`src/rtl/obc_shift_acc_if.sv`:
```
// obc_shift_acc bus: start/ROM handshake in,
// bit-plane index and result out.
interface obc_shift_acc_if #(
  parameter int W  = 32,
  parameter int B  = 16,
  parameter int AW = W + B + 2
);
  logic                   start;
  logic                   rom_valid;
  logic [W-1:0]           rom_in0;
  logic [W-1:0]           rom_in1;
  logic [W-1:0]           offset;
  logic [$clog2(B)-1:0]   bit_idx;
  logic                   busy;
  logic [AW-1:0]          y_out;
  logic                   out_valid;

  modport master (
    output start, rom_valid,
    output rom_in0, rom_in1, offset,
    input  bit_idx, busy,
    input  y_out, out_valid
  );

  modport slave (
    input  start, rom_valid,
    input  rom_in0, rom_in1, offset,
    output bit_idx, busy,
    output y_out, out_valid
  );
endinterface

```
`src/rtl/obc_shift_acc.sv`:
```
// Bit-serial OBC shift-accumulator: MSB
// (sign) plane first, then offset add.
module obc_shift_acc #(
  parameter int W  = 32,
  parameter int B  = 16,
  parameter int AW = W + B + 2
) (
  input  logic            clk,
  input  logic            rst,
  obc_shift_acc_if.slave  bus
);
  localparam int IW = $clog2(B);
  localparam logic [IW-1:0] IDX_MSB = IW'(B - 1);

  typedef enum logic [1:0] {
    S_IDLE,
    S_ACC,
    S_OFFS,
    S_DONE
  } state_t;

  state_t            state_q, state_d;
  logic [AW-1:0]     acc_q, acc_d;
  logic [AW-1:0]     y_q, y_d;
  logic [IW-1:0]     idx_q, idx_d;

  logic [W:0]        p;
  logic [AW-1:0]     p_ext;
  logic [AW-1:0]     off_ext;

  // Sum of the two ROM words, one guard bit wide.
  always_comb begin
    p       = {bus.rom_in0[W-1], bus.rom_in0}
            + {bus.rom_in1[W-1], bus.rom_in1};
    p_ext   = {{(AW-W-1){p[W]}}, p};
    off_ext = {{(AW-W){bus.offset[W-1]}},
               bus.offset};
  end

  // State, accumulator, index and result regs.
  always_ff @(posedge clk) begin
    if (rst) begin
      state_q <= S_IDLE;
      acc_q   <= '0;
      y_q     <= '0;
      idx_q   <= IDX_MSB;
    end else begin
      state_q <= state_d;
      acc_q   <= acc_d;
      y_q     <= y_d;
      idx_q   <= idx_d;
    end
  end

  // Next state: sign plane is negated, others
  // shift-and-add; stalls hold everything.
  always_comb begin
    state_d = state_q;
    acc_d   = acc_q;
    y_d     = y_q;
    idx_d   = idx_q;
    unique case (state_q)
      S_IDLE: begin
        if (bus.start) begin
          state_d = S_ACC;
          acc_d   = '0;
          idx_d   = IDX_MSB;
        end
      end
      S_ACC: begin
        if (bus.rom_valid) begin
          if (idx_q == IDX_MSB) begin
            acc_d = '0 - p_ext;
          end else begin
            acc_d = (acc_q << 1) + p_ext;
          end
          if (idx_q == '0) begin
            state_d = S_OFFS;
          end else begin
            idx_d = idx_q - 1'b1;
          end
        end
      end
      S_OFFS: begin
        y_d     = acc_q + off_ext;
        state_d = S_DONE;
      end
      S_DONE: begin
        state_d = S_IDLE;
        idx_d   = IDX_MSB;
      end
      default: begin
        state_d = S_IDLE;
      end
    endcase
  end

  assign bus.bit_idx   = idx_q;
  assign bus.y_out     = y_q;
  assign bus.busy      = (state_q == S_ACC)
                      || (state_q == S_OFFS);
  assign bus.out_valid = (state_q == S_DONE);
endmodule
```
`src/flat_wrapper.sv`:
```
// flat-port wrapper written by rule: the top's interface ports become plain ports
module obc_shift_acc_flat 
#(
  parameter int W  = 32,
  parameter int B  = 16,
  parameter int AW = W + B + 2
)
  (clk, rst, bus_start, bus_rom_valid, bus_rom_in0, bus_rom_in1, bus_offset, bus_bit_idx, bus_busy, bus_y_out, bus_out_valid);
  obc_shift_acc_if #(.W(W), .B(B), .AW(AW)) bus_i ();
  input  logic clk;
  input  logic rst;
  input wire logic [$bits(bus_i.start)-1:0] bus_start;
  input wire logic [$bits(bus_i.rom_valid)-1:0] bus_rom_valid;
  input wire logic [$bits(bus_i.rom_in0)-1:0] bus_rom_in0;
  input wire logic [$bits(bus_i.rom_in1)-1:0] bus_rom_in1;
  input wire logic [$bits(bus_i.offset)-1:0] bus_offset;
  output wire logic [$bits(bus_i.bit_idx)-1:0] bus_bit_idx;
  output wire logic [$bits(bus_i.busy)-1:0] bus_busy;
  output wire logic [$bits(bus_i.y_out)-1:0] bus_y_out;
  output wire logic [$bits(bus_i.out_valid)-1:0] bus_out_valid;
  assign bus_i.start = bus_start;
  assign bus_i.rom_valid = bus_rom_valid;
  assign bus_i.rom_in0 = bus_rom_in0;
  assign bus_i.rom_in1 = bus_rom_in1;
  assign bus_i.offset = bus_offset;
  assign bus_bit_idx = bus_i.bit_idx;
  assign bus_busy = bus_i.busy;
  assign bus_y_out = bus_i.y_out;
  assign bus_out_valid = bus_i.out_valid;
  obc_shift_acc #(.W(W), .B(B), .AW(AW)) u_core (.clk(clk), .rst(rst), .bus(bus_i));
endmodule
```
`config.mk`:
```
export PLATFORM = sky130hd
export DESIGN_NAME = obc_shift_acc_flat
export DESIGN_NICKNAME = d
export VERILOG_FILES = /design/src/rtl/obc_shift_acc_if.sv /design/src/rtl/obc_shift_acc.sv /design/src/flat_wrapper.sv
export SDC_FILE = /design/constraint.sdc
export NUM_CORES = 1
export LEC_CHECK = 0
export BUFFER_PORTS_ARGS = -buffer_cell sky130_fd_sc_hd__buf_2
export CAP_MARGIN = 20
export CORE_ASPECT_RATIO = 1.1
export CORE_MARGIN = 5
export CORE_UTILIZATION = 50
export DETAILED_ROUTE_END_ITERATION = 16
export PLACE_DENSITY = 0.75
export SKIP_CTS_REPAIR_TIMING = 1
export SYNTH_ARGS = -nofsm -noshare
export SYNTH_HDL_FRONTEND = slang
export SYNTH_SLANG_ARGS = --single-unit
```
`constraint.sdc`:
```
create_clock -name clk -period 11.3 [get_ports clk]
set_input_delay 2.825 -clock clk [delete_from_list [all_inputs] [get_ports clk]]
set_output_delay 2.825 -clock clk [all_outputs]
set_load 0.02 [all_outputs]
```
Yosys cells after proc, flatten, opt, wreduce, memory -nomap -nowiden --
Index checks and enable logic that the tools add are counted.
Word-level totals: flip-flop bits (word level) 106, latch bits 0, memory bits (writable) 0, memory bits (read-only) 0, input bits 100, output and inout bits 56, word-level logic and storage cells 37, memories kept 0
Operators by class: $add $sub $neg 5, multiply operators 0, div/mod/pow operators 0, $lt $le $gt $ge 0, equal/unequal tests 8, shifts and indexed selects 0, mux-type cells 12, bitwise logic cells 0, reduce and logical (&&, ||, !) cells 8
Operators with widths (number):
- 2-to-1 mux 50 bit | 3
- adder 50 bit | 2
- one-hot mux 50 bit (2 select lines) | 1
- subtractor 1 x 33 -> 34 bit (first input constant) | 1
- adder 32 x 32 -> 33 bit | 1
- 2-to-1 mux 4 bit | 3
- one-hot mux 4 bit (3 select lines) | 1
- one-hot mux 2 bit (4 select lines) | 1
- 2-to-1 mux 2 bit | 3
- != test 2 bit (second input constant) | 3
- AND reduction 3 bit | 2
- equality test 2 bit (second input constant) | 2
- equality test 4 bit (second input constant) | 1
- zero test 4 bit | 1
- AND reduction 4 bit | 1
- subtractor 4 x 1 -> 4 bit (second input constant) | 1
- nonzero test 3 bit | 1
- equality test 2 x 1 -> 1 bit (second input constant) | 1
- zero test 2 bit | 1
- != test 2 x 1 -> 1 bit (second input constant) | 1
- nonzero test 2 bit | 1
- logical OR 1 bit | 1

Depth between registers and ports, before layout --
Gate-level depths: netlist of run 1.
depth after elaboration 5, depth in mapped cells 23

Worst setup path before layout of run 1 --
No wires, ideal clock.
kind input -> register, from input port bus_rom_in1[0], to register u_core.acc_q[46], library setup time 0.087 ns, arrival time 7.471 ns, required time 11.213 ns, setup slack 3.742 ns, stages on the path 20, buffers on the path 0, cells stage by stage ha_1 -> inv_1 -> fa_1 -> nand2b_1 -> a211oi_1 -> o21a_1 -> o211ai_1 -> o21ai_0 -> a31oi_1 -> xnor2_1 -> ha_1 -> a31oi_1 -> o21ai_0 -> a21o_1 -> a211o_1 -> a41oi_1 -> o21ai_0 -> a2111oi_0 -> nor4_1 -> o31ai_1
On the way: cells in the longest elaborated chain, start to end 5, elaborated cells between the ends (all ways) 6, classes of those cells add/sub: 3; mux: 3
Ends and longest elaborated chain:
- from (decl) | line flat_wrapper.sv:15 | input wire logic [$bits(bus_i.rom_in1)-1:0] bus_rom_in1;
- adder 32 x 32 -> 33 bit * | line obc_shift_acc.sv:34 | + {bus.rom_in1[W-1], bus.rom_in1};
- adder 50 bit or subtractor 1 x 33 -> 34 bit (tied branches) | line obc_shift_acc.sv:75, obc_shift_acc.sv:73
- 2-to-1 mux 50 bit * | line obc_shift_acc.sv:72 | if (idx_q == IDX_MSB) begin
- 2-to-1 mux 50 bit * | line obc_shift_acc.sv:71 | if (bus.rom_valid) begin
- one-hot mux 50 bit (2 select lines) * | line obc_shift_acc.sv:62 | unique case (state_q)
- to (signal assigned) | line obc_shift_acc.sv:44 | acc_q <= '0;
- to (signal assigned) | line obc_shift_acc.sv:49 | acc_q <= acc_d;
- to (decl) | line obc_shift_acc.sv:23 | logic [AW-1:0] acc_q, acc_d;
Mark *: on every way between the ends. The rest lies on a longest branch, timed or not. The select of a mux whose other input is x is not followed. A chain may end at the register's enable or synchronous reset.

Final worst setup path of run 1 --
Same ends and word-level chain as after synthesis.

==> results by group, run 1 <==
Clock network
  • CTS sink cnt: 106
  • Worst-skew pair later-pin latency: 0.35 ns
  • Clock buffer count from CTS: 9
  • Clock tree from TritonCTS: done
  • Htree depth: 3
  • CTS clk-pin slew, worst paths: 0.07 ns
  • CTS Root Cell: clkbuf_16
  • Deepest clock path buffer count: 2

Synth
  • Seq/Total Area, Yosys: 0.1776
  • Post-synth top flop: dfxtp_1
  • Cell count after synthesis: 1596
  • Netlist cell types: 80
  • Top post-synthesis cells by area: dfxtp_1 (18%), ha_1 (14%), a21oi_1 (6.1%)
  • Synth warn: 0
  • Top cell type's share of synthesized area: 0.1776
  • Post-synth EDFFs: 0
  • Synthesized area: 0.01195 mm^2
  • Yosys reg bits: 106
  • Async set-reset flop share out of synthesis: 0
  • Syn nets: 1835
  • Cell accounting for the most synthesized area: dfxtp_1
  • Avg Cell Area, Syn: 7.486 um^2

Setup path
  • Arrival @ worst endpoint: 8.40 ns
  • Worst reg2reg path depth: 14
  • Crit Path Class: in -> reg
  • Worst EP required: 11.57 ns
  • Crit path max fanout: 6
  • Endpoint type of the worst setup path: flip-flop
  • Setup crit start kind: primary input
  • Reg-to-reg startpoint: u_core.acc_q[0]$_SDFFE_PP0P_
  • R2R Path End: u_core.bus.y_out[44]$_SDFFE_PP0P_
  • FF-to-FF setup slack: 7.12 ns

Global routing
  • Congestion Overflow GR: 0
  • Initial antenna violation count: 1
  • Vias in the first global route: 11050
  • Total GRT Usage: 0.2345
  • Largest net degree at the start of global routing: 75
  • First-pass GRT wire length: 53760 um

Timing
  • Clock Skew: 0.008020 ns
  • Slew @ Worst Pin: 1.061 ns
  • RSZ-0062 raised after global routing: false
  • Max-slew violations: 0
  • Slew HR: 0.2913
  • Setup total negative slack: 0 ns
  • Final hold vios: 0
  • Final worst path period need: 8.134 ns
  • Period utilisation layout: 0.7198
  • Final setup violation count: 0
  • Max Freq: 122.9 MHz

Routing
  • Drt first pass iters: 5
  • Met1 Wirelength: 15930 um
  • Average wire per standard cell: 16.31 um
  • Met2 WL post-DR: 13880 um
  • Antenna-violating nets left: 0
  • DRC Markers: 0
  • DR vias: 12170
  • Top sig layer: met4
  • Routed WL: 32840 um
  • Number of DRC markers in iteration 0: 597
  • DR vias/cell: 6.040
  • Met3 WL post-DR: 2568 um

Place
  • Final Wtd Congestion: 0.9259
  • IO Port Bufs: 155
  • HPWL Detailed: 26300 um
  • DP Cell Count: 1997

Pwr
  • Leak: 0.006044 uW
  • Worst VDD drop: 0.1266 mV
  • Power Density: 191.8 mW/mm^2
  • Power Total: 2536 uW

Die
  • Core Rows: 59
  • Die H: 172.1 um
  • Initial core utilization: 0.5058
  • Horiz. Die Dim: 157.4 um
  • Die area: 0.02709 mm^2
  • IO Count: 156
  • Core Area: 0.02362 mm^2

Hold path
  • Hold path depth: 2
  • Worst hold endpoint: u_core.acc_q[49]$_SDFFE_PP0P_
  • Hold/Removal Path Class: reg -> reg
  • Hold Startpoint: u_core.acc_q[49]$_SDFFE_PP0P_

Flow run
  • Number of max-cap violations: 0

Finish
  • Synthesis-to-layout area growth: 10.68%
  • Fin util: 0.5598
  • Share of cells above drive strength 1: 0.1183
  • Nets: 1943
  • Final std cells w/o fill: 2014
  • Filler cells: 2323

Status
  • Outcome: finished clean
==> sequential cells by signal, summed over array words and instances (netlist names) <==
signal,flops
u_core.state_q,2
u_core.acc_q,50
u_core.bus.y_out,50
u_core.bus.bit_idx,4
==> cells in the final DEF (no fill, tap or decap), types with 8 or more instances in the layout <==
cell and n:
a211o_1 11, a211oi_1 26, a21o_1 74, a21oi_1 146
a22oi_1 27, a311oi_1 8, a31oi_1 17, and2_1 14
and3_1 11, buf_2 155, clkbuf_16 9, dfxtp_1 106
ha_1 135, inv_1 55, mux2i_1 39, nand2_1 140
nand2b_1 24, nand3_1 46, nand4_1 26, nor2_1 147
nor2b_1 15, nor3_1 32, nor3b_1 8, nor4_1 10
o211ai_1 15, o21a_1 18, o21ai_0 99, o22ai_1 10
o31ai_1 12, or2_2 9, or3_1 15, xnor2_1 81
xor2_1 44
==> report_power, final <==
group | internal, uW | switching [uW]
Combinational | 637 | 997
Sequential | 473 | 90.7
Clock | 200 | 140
==> synth_stat cells (17+ instances only) <==
cell type	n
nand2_1	140
mux2i_1	39
nor3_1	32
o21a_1	18
nand2b_1	24
clkbuf_1	53
xnor2_1	81
a21oi_1	146
nor2_1	148
a22oi_1	27
a21o_1	74
dfxtp_1	106
ha_1	136
a31oi_1	17
a211oi_1	26
xor2_1	44
o21ai_0	99
nand4_1	26
inv_1	55
nand3_1	46
==> worst max-delay path by stage <==
stage,endpoint,slack [ns],start,depth (start not counted)
5_1_grt,u_core.acc_q[46]$_SDFFE_PP0P_,2.79,bus_rom_in1[0],21
3_3_place_gp,u_core.acc_q[46]$_SDFFE_PP0P_,3.10,bus_rom_in1[0],21
3_5_place_dp,u_core.acc_q[46]$_SDFFE_PP0P_,2.87,bus_rom_in1[0],21
6_report,u_core.acc_q[46]$_SDFFE_PP0P_,3.17,bus_rom_in1[0],21
2_1_floorplan,u_core.acc_q[46]$_SDFFE_PP0P_,3.74,bus_rom_in1[0],20
4_1_cts,u_core.acc_q[46]$_SDFFE_PP0P_,3.22,bus_rom_in1[0],21
==> worst max-delay path, cell delays in order <==
cell       delay [ns]
buf_2            0.08
ha_1             0.18
inv_1            0.06
fa_1             0.38
nand2b_1         0.21
a211oi_1         0.36
o21a_1           0.27
o211ai_1         0.15
o21ai_0          0.30
a31oi_1          0.15
xnor2_1          0.61
ha_1             0.43
a31oi_1          0.25
o21ai_0          0.10
a21o_1           0.18
a211o_1          0.27
a41oi_1          0.28
o21ai_0          0.24
a2111oi_0        0.66
nor4_1           0.15
o31ai_1          0.25
==> stage by stage <==
step	setup slack [ns]	cell area, um^2	hold WS (ns)
after global routing	2.786	13220	0.4884
after global placement	3.104	12890	0.4538
after CTS	3.223	13210	0.4690
after detailed placement	2.873	12890	0.4589
after floorplan	3.742	11950	0.4384
final	3.166	13220	0.4662
==> final cells by class <==
| cell class | count | area [um^2] | share of cell area |
|---|---|---|---|
| Antenna cell | 1 | 2.502 | 0.0001892 |
| Clock buffer | 11 | 242.7 | 0.01836 |
| Clock inverter | 4 | 76.32 | 0.005772 |
| Inverter | 55 | 206.4 | 0.01561 |
| Multi-Input combinational cell | 1371 | 9371 | 0.7087 |
| Sequential cell | 106 | 2122 | 0.1605 |
| Tap cell | 305 | 381.6 | 0.02886 |
| Timing Repair Buffer | 161 | 820.8 | 0.06207 |
==> layer usage <==
metal | vias up | track usage
met5 | - | 0
met1 | 5574 | 0.3489
met3 | 32 | 0.02653
li1 | 6145 | -
met2 | 414 | 0.3646
met4 | 0 | 0.05200
==> cell families after synthesis <==
family | share of synthesized area
AOI/OAI and AO/OA | 0.2951
xor gates and xnor gates | 0.09163
adders and majority gates | 0.1475
buffers and inverters | 0.03843
DFF | 0.1776
muxes | 0.03362
and+or+nand+nor | 0.2161
(Power assumes the default switching activity.)
==> inputs of run 2 (changes only) <==
==> constraint.sdc (replaced) <==
create_clock -name clk -period 7.67 [get_ports clk]
set_input_delay 1.9175 -clock clk [delete_from_list [all_inputs] [get_ports clk]]
set_output_delay 1.9175 -clock clk [all_outputs]
set_load 0.02 [all_outputs]
==> results by group, run 2 (same netlist as run 1, synthesis figures left out) <==
Pwr
  • Comb pwr share: 0.649 (was 0.644)
  • Worst VDD drop: 0.2059 mV (was 0.1266 mV)
  • NetSw: 1826 uW (was 1228 uW)
  • Part of the power in registers: 0.225 (was 0.222)
  • Leak: 0.006049 uW (was 0.006044 uW)
  • Power Density: 281.1 mW/mm^2 (was 191.8 mW/mm^2)
  • Power share of the clock group: 0.126 (was 0.134)
  • Switching Fraction: 0.4911 (was 0.4840)
  • Power Total: 3719 uW (was 2536 uW)
  • Internal Power: 1892 uW (was 1309 uW)

Finish
  • Commonest non-fill, non-tap cell in the layout: buf_2 (unchanged)
  • Register Area: 0.002122 mm^2 (unchanged)
  • Share of cells above drive strength 1: 0.1204 (was 0.1183)
  • Area of the multi-input gates: 0.009371 mm^2 (unchanged)
  • Filler cells: 2298 (was 2323)
  • Synthesis-to-layout area growth: 10.73% (was 10.68%)
  • Final std cells w/o fill: 2018 (was 2014)
  • Most frequent cells in the layout: buf_2 (155), nor2_1 (147), a21oi_1 (146), nand2_1 (140), ha_1 (135) (unchanged)
  • Nets: 1946 (was 1943)
  • Fin util: 0.5601 (was 0.5598)

Place
  • DP Cell Count: 2001 (was 1997)
  • IO Port Bufs: 155 (unchanged)
  • Final Wtd Congestion: 0.9964 (was 0.9259)
  • HPWL Detailed: 26470 um (was 26300 um)

Setup path
  • Worst-path cell chain: buf_2, ha_1, inv_1, fa_1, nand2b_1, a211oi_1, o21a_1, o211ai_1, o21ai_0, a31oi_1, xnor2_1, ha_1, a31oi_1, o21ai_0, a21o_1, a211o_1, a41oi_1, o21ai_0, a2111oi_0, nor4_1, o31ai_1 (unchanged)
  • Crit path max fanout: 6 (unchanged)
  • Crit. Startpoint: bus_rom_in1[0] (unchanged)
  • Endpoint type of the worst setup path: flip-flop (unchanged)
  • Setup crit start kind: primary input (unchanged)
  • Crit Path Class: in -> reg (unchanged)
  • Arrival @ worst endpoint: 7.43 ns (was 8.40 ns)
  • Worst Setup EP: u_core.acc_q[46]$_SDFFE_PP0P_ (unchanged)
  • Instance count on the critical path: 21 (unchanged)
  • Reg-to-reg startpoint: u_core.acc_q[0]$_SDFFE_PP0P_ (unchanged)
  • Worst reg2reg path depth: 14 (unchanged)
  • CP peak stage delay: 0.61 ns (was 0.66 ns)
  • FF-to-FF setup slack: 3.49 ns (was 7.12 ns)
  • Crit path buffers/inverters: 2 (unchanged)
  • R2R Path End: u_core.bus.y_out[44]$_SDFFE_PP0P_ (unchanged)
  • Top delay family on crit path: compound AO/OA/AOI/OAI gates (unchanged)
  • Worst EP required: 7.94 ns (was 11.57 ns)
  • Crit path top cell by count: o21ai_0 (unchanged)
  • Slowest stage cell on the critical path: xnor2_1 (was a2111oi_0)

Clock network
  • Htree depth: 3 (unchanged)
  • CTS clk-pin slew, worst paths: 0.08 ns (was 0.07 ns)
  • CTS sink cnt: 106 (unchanged)
  • Clock buffer count from CTS: 9 (unchanged)
  • Clock tree from TritonCTS: done (unchanged)
  • Deepest clock path buffer count: 2 (unchanged)
  • CTS Root Cell: clkbuf_16 (unchanged)
  • Worst-skew pair later-pin latency: 0.35 ns (about the same)

Flow run
  • Number of max-cap violations: 0 (unchanged)

Timing
  • Setup total negative slack: 0 ns (unchanged)
  • Clock Skew: 0.01364 ns (was 0.008020 ns)
  • Slew HR: 0.2391 (was 0.2913)
  • Final hold slack: 0.4695 ns (was 0.4662 ns)
  • Max Freq: 139.7 MHz
  • Final hold vios: 0 (unchanged)
  • Slew @ Worst Pin: 1.139 ns (was 1.061 ns)
  • Final setup violation count: 0 (unchanged)
  • Max-slew violations: 0 (unchanged)
  • Final worst path period need: 7.159 ns
  • RSZ-0062 raised after global routing: false (unchanged)
  • Period utilisation layout: 0.9333

Global routing
  • M3 GR Usage: 0.02053 (was 0.02653)
  • Largest net degree at the start of global routing: 68 (was 75)
  • Vias in the first global route: 11030 (was 11050)
  • Routing usage on met2: 0.3688 (was 0.3646)
  • GR Util met1: 0.3541 (was 0.3489)
  • Total GRT Usage: 0.2355 (was 0.2345)
  • Congestion Overflow GR: 0 (unchanged)
  • First-pass GRT wire length: 53770 um (was 53760 um)
  • Busiest layer in global routing: met2 (unchanged)
  • Initial antenna violation count: 2 (was 1)

Die
  • Core Rows: 59 (unchanged)
  • Die H: 172.1 um (unchanged)
  • Horiz. Die Dim: 157.4 um (unchanged)
  • Die area: 0.02709 mm^2 (unchanged)
  • Initial core utilization: 0.5058 (unchanged)
  • IO Count: 156 (unchanged)
  • Core Area: 0.02362 mm^2 (unchanged)

Routing
  • Antenna-violating nets left: 0 (unchanged)
  • Routed WL: 33030 um (was 32840 um)
  • DRC Markers: 0 (unchanged)
  • Drt first pass iters: 6 (was 5)
  • DR vias/cell: 6.091 (was 6.040)
  • Number of DRC markers in iteration 0: 741 (was 597)
  • Average wire per standard cell: 16.37 um (was 16.31 um)
  • DR vias: 12290 (was 12170)

Hold path
  • Hold path depth: 2 (unchanged)
  • Hold/Removal Path Class: reg -> reg (unchanged)

Status
  • Outcome: finished clean (unchanged)
run 2: cell types whose count changed in the layout (fill, tap and decap cells not counted):
cell       before  now
clkinv_4        1    2
buf_4           6    9
diode_2         1    2
inv_8           0    1
clkbuf_1        1    0
bufinv_16       2    1
clkbuf_8        1    0
inv_6           0    1
run 2: area by class of cell:
type,instances,area share
multi-input cells,1371,0.7083
clock inverters,6,0.005674
repair buffers,164,0.06374
inverters,55,0.01560
well taps,305,0.02884
flip-flops and latches,106,0.1604
diodes,2,0.0003783
clock buffers,9,0.01702
run 2: power groups by stage:
stage / logic (uW) / clock network [uW] / registers (uW)
6_report: 2410 / 469 / 835
5_1_grt: 2670 / 502 / 850
4_1_cts: 2390 / 478 / 831
3_5_place_dp: 2370 / 0 / 843
3_3_place_gp: 2330 / 0 / 837
2_1_floorplan: 1770 / 0 / 875
run 2: routing by layer:
metal	part of all wire	wire length [um]
met1	0.48	15830
met3	0.084	2771
met2	0.42	13980
met4	0.014	447
met5	0	0
run 2: tightest hold or removal path, cell delays in order, from the launching register on:
cell     delay, ns
dfxtp_1       0.33
nand2_1       0.05
o21ai_1       0.05
run 2: worst min-delay path by stage:
stage	startpoint	end	slack, ns
2_1_floorplan	u_core.acc_q[49]$_SDFFE_PP0P_	u_core.acc_q[49]$_SDFFE_PP0P_	0.44
3_3_place_gp	u_core.acc_q[49]$_SDFFE_PP0P_	u_core.acc_q[49]$_SDFFE_PP0P_	0.46
3_5_place_dp	u_core.acc_q[49]$_SDFFE_PP0P_	u_core.acc_q[49]$_SDFFE_PP0P_	0.46
4_1_cts	u_core.acc_q[49]$_SDFFE_PP0P_	u_core.acc_q[49]$_SDFFE_PP0P_	0.47
5_1_grt	u_core.acc_q[49]$_SDFFE_PP0P_	u_core.acc_q[49]$_SDFFE_PP0P_	0.49
6_report	u_core.acc_q[49]$_SDFFE_PP0P_	u_core.acc_q[49]$_SDFFE_PP0P_	0.47
run 2: per-stage QoR:
stage / cell area [um^2] / setup slack, ns
3_3_place_gp: 12920 / 0.3879
6_report: 13230 / 0.5114
4_1_cts: 13230 / 0.5246
2_1_floorplan: 11950 / 1.020
3_5_place_dp: 12920 / 0.1810
5_1_grt: 13230 / 0.02042
==> inputs of run 3 (changes only) <==
==> constraint.sdc (replaced) <==
create_clock -name clk -period 6.6 [get_ports clk]
set_input_delay 1.65 -clock clk [delete_from_list [all_inputs] [get_ports clk]]
set_output_delay 1.65 -clock clk [all_outputs]
set_load 0.02 [all_outputs]
==> results by group, run 3 (same netlist as run 1, synthesis figures left out) <==
Routing
  • DRC Markers: 0 (unchanged)
  • Routed WL: 33680 um (was 33030 um)
  • Average wire per standard cell: 16.36 um (was 16.37 um)
  • Met1 Wirelength: 16180 um (was 15830 um)
  • Met3 WL post-DR: 2515 um (was 2771 um)
  • Top sig layer: met4 (unchanged)
  • Met2 WL post-DR: 14440 um (was 13980 um)
  • DR vias/cell: 6.046 (was 6.091)
  • DR vias: 12450 (was 12290)
  • Antenna-violating nets left: 0 (unchanged)
  • Drt first pass iters: 5 (was 6)
  • Number of DRC markers in iteration 0: 717 (was 741)

Setup path
  • R2R Path End: u_core.bus.y_out[44]$_SDFFE_PP0P_ (unchanged)
  • Worst reg2reg path depth: 14 (unchanged)
  • Crit path max fanout: 15 (was 6)
  • Reg-to-reg startpoint: u_core.acc_q[0]$_SDFFE_PP0P_ (unchanged)
  • Arrival @ worst endpoint: 6.40 ns (was 7.43 ns)
  • Worst EP required: 6.82 ns (was 7.94 ns)
  • FF-to-FF setup slack: 2.48 ns (was 3.49 ns)
  • Endpoint type of the worst setup path: flip-flop (unchanged)
  • Setup crit start kind: primary input (unchanged)
  • Crit Path Class: in -> reg (unchanged)

Global routing
  • Vias in the first global route: 11280 (was 11030)
  • Initial antenna violation count: 0 (was 2)
  • Total GRT Usage: 0.2393 (was 0.2355)
  • Congestion Overflow GR: 0 (unchanged)
  • Largest net degree at the start of global routing: 44 (was 68)
  • First-pass GRT wire length: 54800 um (was 53770 um)

Clock network
  • Worst-skew pair later-pin latency: 0.35 ns (about the same)
  • CTS Root Cell: clkbuf_16 (unchanged)
  • Htree depth: 3 (unchanged)
  • CTS sink cnt: 106 (unchanged)
  • CTS clk-pin slew, worst paths: 0.07 ns (was 0.08 ns)
  • Clock buffer count from CTS: 9 (unchanged)
  • Deepest clock path buffer count: 2 (unchanged)
  • Clock tree from TritonCTS: done (unchanged)

Pwr
  • Switching Fraction: 0.4818 (was 0.4911)
  • Internal Power: 2319 uW (was 1892 uW)
  • Comb pwr share: 0.652 (was 0.649)
  • Power Density: 329.0 mW/mm^2 (was 281.1 mW/mm^2)
  • Worst VDD drop: 0.1869 mV (was 0.2059 mV)
  • Power share of the clock group: 0.131 (was 0.126)
  • NetSw: 2156 uW (was 1826 uW)
  • Part of the power in registers: 0.217 (was 0.225)
  • Leak: 0.006282 uW (was 0.006049 uW)

Timing
  • Clock Skew: 0.01084 ns (was 0.01364 ns)
  • Setup ws final: 0.4235 ns (was 0.5114 ns)
  • Max-slew violations: 0 (unchanged)
  • Final worst path period need: 6.177 ns
  • Final setup violation count: 0 (unchanged)
  • Max Freq: 161.9 MHz
  • RSZ-0062 raised after global routing: true (was false)
  • Final hold vios: 0 (unchanged)
  • Slew @ Worst Pin: 0.9842 ns (was 1.139 ns)
  • Period utilisation layout: 0.9358
  • Slew HR: 0.3415 (was 0.2391)

Finish
  • Most frequent cells in the layout: buf_2 (155), nor2_1 (147), a21oi_1 (146), nand2_1 (140), ha_1 (135) (unchanged)
  • Share of cells above drive strength 1: 0.1448 (was 0.1204)
  • Synthesis-to-layout area growth: 13.83% (was 10.73%)
  • # diodes: 0 (was 2)
  • Final std cells w/o fill: 2059 (was 2018)
  • Fin util: 0.5757 (was 0.5601)
  • Commonest non-fill, non-tap cell in the layout: buf_2 (unchanged)
  • Nets: 1989 (was 1946)

Hold path
  • Hold Startpoint: u_core.acc_q[49]$_SDFFE_PP0P_ (unchanged)
  • Worst hold endpoint: u_core.acc_q[49]$_SDFFE_PP0P_ (unchanged)
  • Hold path depth: 2 (unchanged)
  • Hold/Removal Path Class: reg -> reg (unchanged)

Place
  • HPWL Detailed: 27280 um (was 26470 um)
  • IO Port Bufs: 155 (unchanged)
  • Final Wtd Congestion: 0.9738 (was 0.9964)
  • DP Cell Count: 2043 (was 2001)
  • Pre-CTS setup slack: -0.1027 ns (was 0.1810 ns)

Die
  • Horiz. Die Dim: 157.4 um (unchanged)
  • Initial core utilization: 0.5058 (unchanged)
  • Die area: 0.02709 mm^2 (unchanged)
  • IO Count: 156 (unchanged)
  • Core Area: 0.02362 mm^2 (unchanged)
  • Die H: 172.1 um (unchanged)
  • Core Rows: 59 (unchanged)

Flow run
  • Number of max-cap violations: 0 (unchanged)

Status
  • Outcome: finished clean (unchanged)
==> run 3: changes by cell type in the layout (fill, tap and decap cells not counted), moves of 2 or more <==
cell,before,now
diode_2,2,0
clkinv_4,2,0
a211oi_2,0,2
a211oi_1,26,24
buf_4,9,52
==> run 3: stage by stage <==
| stage | setup TNS, ns | instance area (um^2) | power, uW | hold slack, ns |
|---|---|---|---|---|
| finish | 0 | 13600 | 4475 | 0.4644 |
| global placement | 0 | 13240 | 3772 | 0.4495 |
| global route | -0.01860 | 13600 | 4815 | 0.5010 |
| CTS | 0 | 13560 | 4429 | 0.4652 |
| floorplan | 0 | 11950 | 3069 | 0.4384 |
| detailed placement | -0.1027 | 13240 | 3830 | 0.4543 |
==> run 3: worst max path at each step <==
| stage | startpoint | endpoint | cells after the start |
|---|---|---|---|
| 5_1_grt | bus_rom_in1[0] | u_core.acc_q[48]$_SDFFE_PP0P_ | 24 |
| 4_1_cts | bus_rom_in1[0] | u_core.acc_q[46]$_SDFFE_PP0P_ | 22 |
| 3_5_place_dp | bus_rom_in1[0] | u_core.acc_q[46]$_SDFFE_PP0P_ | 22 |
| 3_3_place_gp | bus_rom_in1[0] | u_core.acc_q[46]$_SDFFE_PP0P_ | 22 |
| 2_1_floorplan | bus_rom_in1[0] | u_core.acc_q[46]$_SDFFE_PP0P_ | 20 |
| 6_report | bus_rom_in0[0] | u_core.acc_q[47]$_SDFFE_PP0P_ | 23 |
==> run 3: layout make-up <==
type | count | area (um^2)
clock buffer | 9 | 225.2
clock inverter | 6 | 98.84
fill | 2252 | 10020
inverter | 55 | 206.4
multi-input combinational | 1371 | 9400
sequential | 106 | 2122
tap | 305 | 381.6
timing repair buffer | 207 | 1166
==> run 3: metal layers <==
layer	GRT usage	vias to the layer above
met5	0	-
met4	0.05425	0
li1	-	6263
met2	0.3804	450
met3	0.01877	38
met1	0.3539	5697
==> run 3: worst max-delay path: stages <==
cell and delay [ns]:
buf_2 0.09, ha_1 0.20, inv_1 0.07, fa_1 0.39
nand2b_1 0.22, a211oi_2 0.29, o21ai_1 0.18, a211o_1 0.33
nand4_1 0.15, o21ai_0 0.19, o221a_2 0.37, buf_4 0.22
ha_1 0.38, a21o_1 0.19, a21oi_1 0.24, o21ai_0 0.12
a221oi_1 0.25, o21ai_1 0.14, a21oi_1 0.24, nor2_1 0.09
xor2_1 0.14, a22oi_1 0.16, a21oi_1 0.09
==> run 3: power by group through the flow <==
stage,clock network (uW),registers [uW],logic [uW]
4_1_cts,598,965,2870
6_report,585,970,2920
2_1_floorplan,0,1020,2050
3_3_place_gp,0,974,2800
3_5_place_dp,0,979,2850
5_1_grt,622,987,3210
